File: src/rtl/uart_tx_sched_if.sv
// Requester handshakes and transmitter-side outputs of the UART transmit scheduler.
// master = requester/observer side, slave = scheduler side.
interface uart_tx_sched_if #(
  parameter int DEPTH = 8
) ();
  logic                     a_valid;
  logic [7:0]               a_data;
  logic                     a_ready;
  logic                     b_valid;
  logic [7:0]               b_data;
  logic                     b_ready;
  logic                     tx_start;
  logic [7:0]               tx_data;
  logic                     busy;
  logic [$clog2(DEPTH):0]   fifo_level;

  modport master (
    output a_valid, a_data, b_valid, b_data,
    input  a_ready, b_ready, tx_start, tx_data, busy, fifo_level
  );

  modport slave (
    input  a_valid, a_data, b_valid, b_data,
    output a_ready, b_ready, tx_start, tx_data, busy, fifo_level
  );
endinterface

File: src/rtl/uart_tx_sched.sv
// Two-requester round-robin scheduler feeding a UART transmitter through a FIFO;
// tx_start pulses are spaced by a full frame so a frame in flight is never restarted.
module uart_tx_sched #(
  parameter int CLK_FREQ = 50000000,
  parameter int UART_BPS = 115200,
  parameter int DEPTH    = 8
) (
  input logic             clk,
  input logic             rst,
  uart_tx_sched_if.slave  bus
);
  localparam int PERIOD       = CLK_FREQ / UART_BPS;
  localparam int FRAME_CYCLES = 10 * PERIOD + 4;
  localparam int AW           = $clog2(DEPTH);
  localparam int LW           = AW + 1;
  localparam int CW           = $clog2(FRAME_CYCLES + 1);

  typedef enum logic {IDLE, WAIT} state_t;

  state_t          state;
  logic [CW-1:0]   cnt;
  logic [7:0]      mem [DEPTH];
  logic [AW-1:0]   wr_ptr, rd_ptr;
  logic [LW-1:0]   level;
  logic            last_b;
  logic            tx_start, room, a_rdy, b_rdy, push, pop;
  logic [7:0]      tx_data, push_data;

  // Full is judged on the registered level, so a same-cycle pop never frees a slot.
  always_comb begin
    room      = (level != LW'(DEPTH));
    a_rdy     = room && bus.a_valid && (!bus.b_valid || last_b);
    b_rdy     = room && bus.b_valid && (!bus.a_valid || !last_b);
    push      = a_rdy || b_rdy;
    push_data = a_rdy ? bus.a_data : bus.b_data;
    pop       = (state == IDLE) && (level != '0);
  end

  always_ff @(posedge clk) begin
    if (push) mem[wr_ptr] <= push_data;
  end

  always_ff @(posedge clk or posedge rst) begin
    if (rst) begin
      wr_ptr   <= '0;
      rd_ptr   <= '0;
      level    <= '0;
      last_b   <= 1'b1;
      state    <= IDLE;
      cnt      <= '0;
      tx_start <= 1'b0;
      tx_data  <= 8'h00;
    end else begin
      if (push) begin
        wr_ptr <= wr_ptr + AW'(1);
        last_b <= b_rdy;
      end
      if (pop) rd_ptr <= rd_ptr + AW'(1);
      case ({push, pop})
        2'b10:   level <= level + LW'(1);
        2'b01:   level <= level - LW'(1);
        default: level <= level;
      endcase

      tx_start <= 1'b0;
      case (state)
        IDLE: if (pop) begin
          tx_data  <= mem[rd_ptr];
          tx_start <= 1'b1;
          cnt      <= CW'(FRAME_CYCLES - 1);
          state    <= WAIT;
        end
        WAIT: begin
          if (cnt == '0) state <= IDLE;
          else           cnt   <= cnt - CW'(1);
        end
        default: state <= IDLE;
      endcase
    end
  end

  assign bus.a_ready    = a_rdy;
  assign bus.b_ready    = b_rdy;
  assign bus.tx_start   = tx_start;
  assign bus.tx_data    = tx_data;
  assign bus.busy       = (state == WAIT) || (level != '0);
  assign bus.fifo_level = level;
endmodule

File: src/flat_wrapper.sv
// flat-port wrapper written by rule: the top's interface ports become plain ports
module uart_tx_sched_flat 
#(
  parameter int CLK_FREQ = 50000000,
  parameter int UART_BPS = 115200,
  parameter int DEPTH    = 8
)
  (clk, rst, bus_a_valid, bus_a_data, bus_b_valid, bus_b_data, bus_a_ready, bus_b_ready, bus_tx_start, bus_tx_data, bus_busy, bus_fifo_level);
  uart_tx_sched_if #(.DEPTH(DEPTH)) bus_i ();
  input logic clk;
  input logic rst;
  input wire logic [$bits(bus_i.a_valid)-1:0] bus_a_valid;
  input wire logic [$bits(bus_i.a_data)-1:0] bus_a_data;
  input wire logic [$bits(bus_i.b_valid)-1:0] bus_b_valid;
  input wire logic [$bits(bus_i.b_data)-1:0] bus_b_data;
  output wire logic [$bits(bus_i.a_ready)-1:0] bus_a_ready;
  output wire logic [$bits(bus_i.b_ready)-1:0] bus_b_ready;
  output wire logic [$bits(bus_i.tx_start)-1:0] bus_tx_start;
  output wire logic [$bits(bus_i.tx_data)-1:0] bus_tx_data;
  output wire logic [$bits(bus_i.busy)-1:0] bus_busy;
  output wire logic [$bits(bus_i.fifo_level)-1:0] bus_fifo_level;
  assign bus_i.a_valid = bus_a_valid;
  assign bus_i.a_data = bus_a_data;
  assign bus_i.b_valid = bus_b_valid;
  assign bus_i.b_data = bus_b_data;
  assign bus_a_ready = bus_i.a_ready;
  assign bus_b_ready = bus_i.b_ready;
  assign bus_tx_start = bus_i.tx_start;
  assign bus_tx_data = bus_i.tx_data;
  assign bus_busy = bus_i.busy;
  assign bus_fifo_level = bus_i.fifo_level;
  uart_tx_sched #(.CLK_FREQ(CLK_FREQ), .UART_BPS(UART_BPS), .DEPTH(DEPTH)) u_core (.clk(clk), .rst(rst), .bus(bus_i));
endmodule
File: config.mk
export PLATFORM = sky130hd
export DESIGN_NAME = uart_tx_sched_flat
export DESIGN_NICKNAME = d
export VERILOG_FILES = /design/src/rtl/uart_tx_sched_if.sv /design/src/rtl/uart_tx_sched.sv /design/src/flat_wrapper.sv
export SDC_FILE = /design/constraint.sdc
export NUM_CORES = 1
export LEC_CHECK = 0
export BUFFER_PORTS_ARGS = -buffer_cell sky130_fd_sc_hd__buf_2
export CAP_MARGIN = 15
export CORE_MARGIN = 3
export CORE_UTILIZATION = 30
export DETAILED_ROUTE_END_ITERATION = 8
export GPL_ROUTABILITY_DRIVEN = 1
export SLEW_MARGIN = 20
export SYNTH_ARGS = -nofsm -noshare
export SYNTH_HDL_FRONTEND = slang
export SYNTH_SLANG_ARGS = --single-unit
File: constraint.sdc
create_clock -name clk -period 6.9 [get_ports clk]
set_clock_uncertainty 0.1 [all_clocks]
set_input_delay 1.38 -clock clk [delete_from_list [all_inputs] [get_ports clk]]
set_output_delay 1.38 -clock clk [all_outputs]
set_load 0.005 [all_outputs]
## Word level (Yosys, flattened, before mapping)

Memories as Yosys holds them, arrays and structs flattened. A register that Yosys moved wholly into a read port is not among the register bits.
Index checks and enable logic that the tools add are counted.

- Output and inout port bits: 16
- Register bits: 26
- Memories: 1
- Word-level logic and storage cells: 47
- Input bits: 20
- Bits in writable memories: 64

Memory list:

| memory | depth | bits a word | rd ports | clocked after Yosys merged registers in | wr ports | RTL line | source |
|---|---|---|---|---|---|---|---|
| u_core.mem | 8 | 8 | 1 | 1 | 1 | uart_tx_sched.sv:22 | `logic [7:0] mem [DEPTH];` |

- Eq/ne operators: 5
- Add/subtract/negate cells: 5
- Bitwise gates (word level): 1
- Reductions and logical operators: 17
- Multiplexer cells: 11

Operator list:

| kind | number |
|---|---|
| $mux 13 | 2 |
| $pmux 13 s2 | 1 |
| $logic_not 13->1 | 1 |
| $sub 13x1->13 const B | 1 |
| $mux 8 | 1 |
| $pmux 4 s2 | 1 |
| $add 3x1->3 const B | 2 |
| $logic_and 1x1->1 | 5 |
| $mux 1 | 5 |
| $add 4x1->4 const B | 1 |
| $logic_or 1x1->1 | 4 |
| $ne 4x4->1 const B | 1 |
| $reduce_and 2->1 | 2 |
| $reduce_bool 4->1 | 1 |
| $sub 4x1->4 const B | 1 |
| $logic_not 1->1 | 3 |
| $eq 2x1->1 const B | 1 |
| $eq 2x2->1 const B | 1 |
| $ne 2x1->1 const B | 1 |
| $ne 2x2->1 const B | 1 |
| $pmux 1 s2 | 1 |
| $reduce_bool 2->1 | 1 |
| $not 1->1 | 1 |

## Longest topological paths before layout

- Depth in word-level cells: 6
- Mapped depth: 11
- Gate-level depth less buffers: 10

## Worst setup path after synthesis

No wires, ideal clock.

- Path kind: input to output
- From: input bus_b_valid
- To: output bus_a_ready
- Stages on the path: 3
- Path buffers: 0
- Arrival: 1803 ps
- Setup slack: 3617 ps
- Data required time: 5420 ps
- Cell sequence: nand2b_1 -> nand3_1 -> inv_1

- Cells in the longest elaborated chain, start to end: 3

Ends and longest elaborated chain:

| item | RTL line | source |
|---|---|---|
| start: declaration | flat_wrapper.sv:14 | `input wire logic [$bits(bus_i.b_valid)-1:0] bus_b_valid;` |
| $logic_not 1->1 | uart_tx_sched.sv:32 | `a_rdy = room && bus.a_valid && (!bus.b_valid \|\| last_b);` |
| $logic_or 1x1->1 | uart_tx_sched.sv:32 |  |
| $logic_and 1x1->1 | uart_tx_sched.sv:32 |  |
| end: declaration | flat_wrapper.sv:16 | `output wire logic [$bits(bus_i.a_ready)-1:0] bus_a_ready;` |

No other way between the ends.

## Worst setup path in the final report

- From: register u_core.level[0], in the netlist u_core.bus.fifo_level[0]
- To: output bus_a_ready

- Cells in the longest elaborated chain, start to end: 3

Ends and longest elaborated chain:

| item | RTL line | source |
|---|---|---|
| start: declaration | uart_tx_sched.sv:24 | `logic [LW-1:0] level;` |
| start signal: assignment | uart_tx_sched.sv:60 | `2'b10: level <= level + LW'(1);` |
| start signal: assignment | uart_tx_sched.sv:61 | `2'b01: level <= level - LW'(1);` |
| start signal: assignment | uart_tx_sched.sv:62 | `default: level <= level;` |
| $ne 4x4->1 | uart_tx_sched.sv:31 | `room = (level != LW'(DEPTH));` |
| $logic_and 1x1->1 (2 in a row) | uart_tx_sched.sv:32 |  |

No other way between the ends.

==> flow_summary.ini <==
[outcome]
outcome = completed

[setup_path]
critical_path_class = reg -> out
crit_buf_inv = 2
cp-end-kind = output port
critPathMaxFanout = 9
worstPathCellList = or4b_2, nand3_1, inv_1, buf_2
crit_slowest_cell = or4b_2
worst_setup_path_start_kind = flip-flop
cp_top_family = simple AND/OR/NAND/NOR gates
arrival_ns = 2.28
required_ns = 5.42
cpPeakStageDelay_ns = 0.77

[clocking]
path_clk_slew_ns = 0.07
clkLatencyLatePin_ns = 0.34
cts_htree_levels = 3
ctsResizeCount = 0
post_cts_buffers = 0
cts_tree = yes
hold_buffers = 0
cts_buffer_depth = 2
cts_buffers = 9
cts.sinks = 98
cts_root_buf = clkbuf_16

[floorplanning]
dieArea_mm2 = 0.0155
coreArea_mm2 = 0.0135
chipWidth_um = 124
row_count = 42
die_h_um = 124
io-pin-count = 36
start_util = 0.313

[route]
drtAntennaViolNets = 0
first_iter_violations = 80
first_pass_iters = 4
num_vias = 2401
post_drt_wl_per_cell_um = 16.0
route.detailed.drc = 0
wirelength_um = 7960
routed_via_density = 4.84

[cells_and_area]
area_growth_pct = 16.5
drive_gt1_frac = 0.284
final_util = 0.364
fillCellCount = 1340
stdcell_area_mm2 = 0.00490
final_cell_count_no_fill = 496
antenna_cells = 0
nets = 342

[timing]
slew_headroom = 0.370
tns_ns = 0
clock.fmax_ghz = 0.266
finalMaxSlewViolations = 0
setup-violations-final = 0
period_minus_slack_ns = 3.76
hold_viol = 0
rsz0062_at_grt = false
fin_crit_sh = 0.544
worstMarginPinSlew_ns = 0.938

[synth]
ys.flop_type = edfxtp_1
ys_seq_area_frac = 0.659
synthDistinctLibCells = 42
synth_seq_cells = 98
synthTopCellsByArea = edfxtp_1 (46%), dfrtp_1 (20%), mux4_2 (8.6%), mux2_2 (2.9%), o21ai_0 (2.1%)
synthArstFlopShare = 0.347
synth_cells = 274
synth_top_cell_by_area = edfxtp_1
synth-edff-count = 64
synth.avg_cell_area_um2 = 15.4
synth.top_cell.area_share = 0.457
synth-warning-count = 0
syn_area_mm2 = 0.00421
syn_nets = 301

[power]
power_density_mw_per_mm2 = 380
intPower_mw = 1.30
p_switching_mw = 0.565
comb_power_share = 0.240
peakVddDrop_mv = 0.142
seq_power_share = 0.486
p_clk_frac = 0.274
switching_share = 0.303
p_leak_nw = 1.78

[job]
drv_cap = 0

[global_route]
grt_use_total = 0.109
antenna_found_initial = 0
grt_max_degree = 35
grt_pass1_wl_um = 13300
overflow = 0
first_global_vias = 2473

[worst_hold_path]
min_path_type = reg -> reg

[placement]
placed_cell_area_mm2 = 0.00460
gp_congestion = 0.764
dpl.hpwl_um = 5450
portBuffers = 35
numPlacedInstances = 480
-- worst paths after layout --
path                                                       from                                   end  slack (ns)  cells after the start
max                        u_core.bus.fifo_level[0]$_DFFE_PP0P_                           bus_a_ready        3.14                      4
min                           u_core.bus.tx_data[3]$_DFFE_PP0P_     u_core.bus.tx_data[3]$_DFFE_PP0P_        0.38                      2
max reg2reg                u_core.bus.fifo_level[0]$_DFFE_PP0P_  u_core.bus.fifo_level[2]$_DFFE_PP0P_        3.19                     10
min reg2reg                   u_core.bus.tx_data[3]$_DFFE_PP0P_     u_core.bus.tx_data[3]$_DFFE_PP0P_        0.38                      2
max in group asynchronous                                   rst             u_core.last_b$_DFFE_PP1P_        5.34                      3
min in group asynchronous                                   rst          u_core.wr_ptr[0]$_DFFE_PP0P_        1.03                      3
-- tightest hold or removal path, delay by kind of cell (launching register included) --
kind	cells	cell delay (ns)
flip-flops	1	0.34
AND/OR/NAND/NOR	1	0.04
AO/OA/AOI/OAI	1	0.06
-- metal layers --
layer  up-vias  wire [µm]  global-route usage
li1       1142          -                   -
met1      1222       3550               0.138
met4         0         96              0.0406
met5         -          0                   0
met3         7        185              0.0197
met2        30       4130               0.188
-- logic make-up after synthesis --
logic type               Yosys count  share of synthesized area
adder cells (fa/ha/maj)            7                     0.0208
buffers and inverters             17                     0.0158
XOR/XNOR                           9                     0.0187
AO/OA/AOI/OAI                     44                     0.0628
AND/OR/NAND/NOR                   64                     0.0883
multiplexers                      35                      0.134
flip-flops                        98                      0.659
-- layout by cell type, fill, tap and decap left out, drive strengths merged, types with 4 or more instances in the layout --
cell,Yosys,layout
a21oi,11,11
buf,4,39
clkbuf,5,9
dfrtp,33,33
edfxtp,64,64
ha,7,7
inv,7,11
mux2,11,11
mux2i,8,8
mux4,16,16
nand2,14,14
nand2b,6,6
nand3,6,6
nor2,10,10
o21ai,18,18
o31ai,6,6
or2,4,4
or4,9,9
xnor2,4,4
xor2,5,5
-- stage by stage --
stage | worst slack (ns) | power [mW] | hold WS [ns]
6_report | 3.14 | 1.86 | 0.377
3_3_place_gp | 3.18 | 1.35 | 0.366
5_1_grt | 2.81 | 1.99 | 0.420
3_5_place_dp | 3.13 | 1.38 | 0.373
2_1_floorplan | 3.62 | 1.22 | 0.373
4_1_cts | 3.12 | 1.89 | 0.389
-- Yosys cell counts (2+ instances only) --
cell type and count:
o21ai_0 18, o31ai_1 6, nand3b_1 2, dfrtp_1 33
a21oi_1 11, or4_1 7, or3_1 2, xnor2_1 4
clkbuf_1 5, xor2_1 5, nand2_1 14, or2_2 4
or4b_1 2, or4_4 2, inv_1 7, edfxtp_1 64
ha_1 7, nor3_1 3, nor2_1 10, nand2b_1 6
mux2i_1 8, buf_1 2, mux4_2 16, nand3_1 6
mux2_2 11, buf_2 2, o21a_1 2
-- power groups by stage --
stage	clock, mW	combinational, mW	sequential, mW
global placement	0	0.444	0.909
finish	0.511	0.447	0.907
floorplan	0	0.329	0.889
detailed placement	0	0.456	0.919
global route	0.553	0.506	0.929
CTS	0.525	0.458	0.907
-- state kept, by name, indices dropped and copies added, names as in the netlist --
signal / flops
u_core.bus.fifo_level: 4
u_core.bus.tx_data: 8
u_core.bus.tx_start: 1
u_core.cnt: 13
u_core.last_b: 1
u_core.mem: 64
u_core.rd_ptr: 3
u_core.state: 1
u_core.wr_ptr: 3
-- area by class of cell --
| cell class | count | area (µm²) | share of cell area |
|---|---|---|---|
| clock inverters | 7 | 81.3 | 0.0166 |
| multi-input cells | 159 | 1370 | 0.279 |
| repair buffers | 39 | 205 | 0.0419 |
| flip-flops and latches | 98 | 2770 | 0.566 |
| inverters | 8 | 30.0 | 0.00613 |
| clock buffers | 9 | 225 | 0.0459 |
| well taps | 176 | 220 | 0.0449 |
Power figures use the tool's default switching activity.
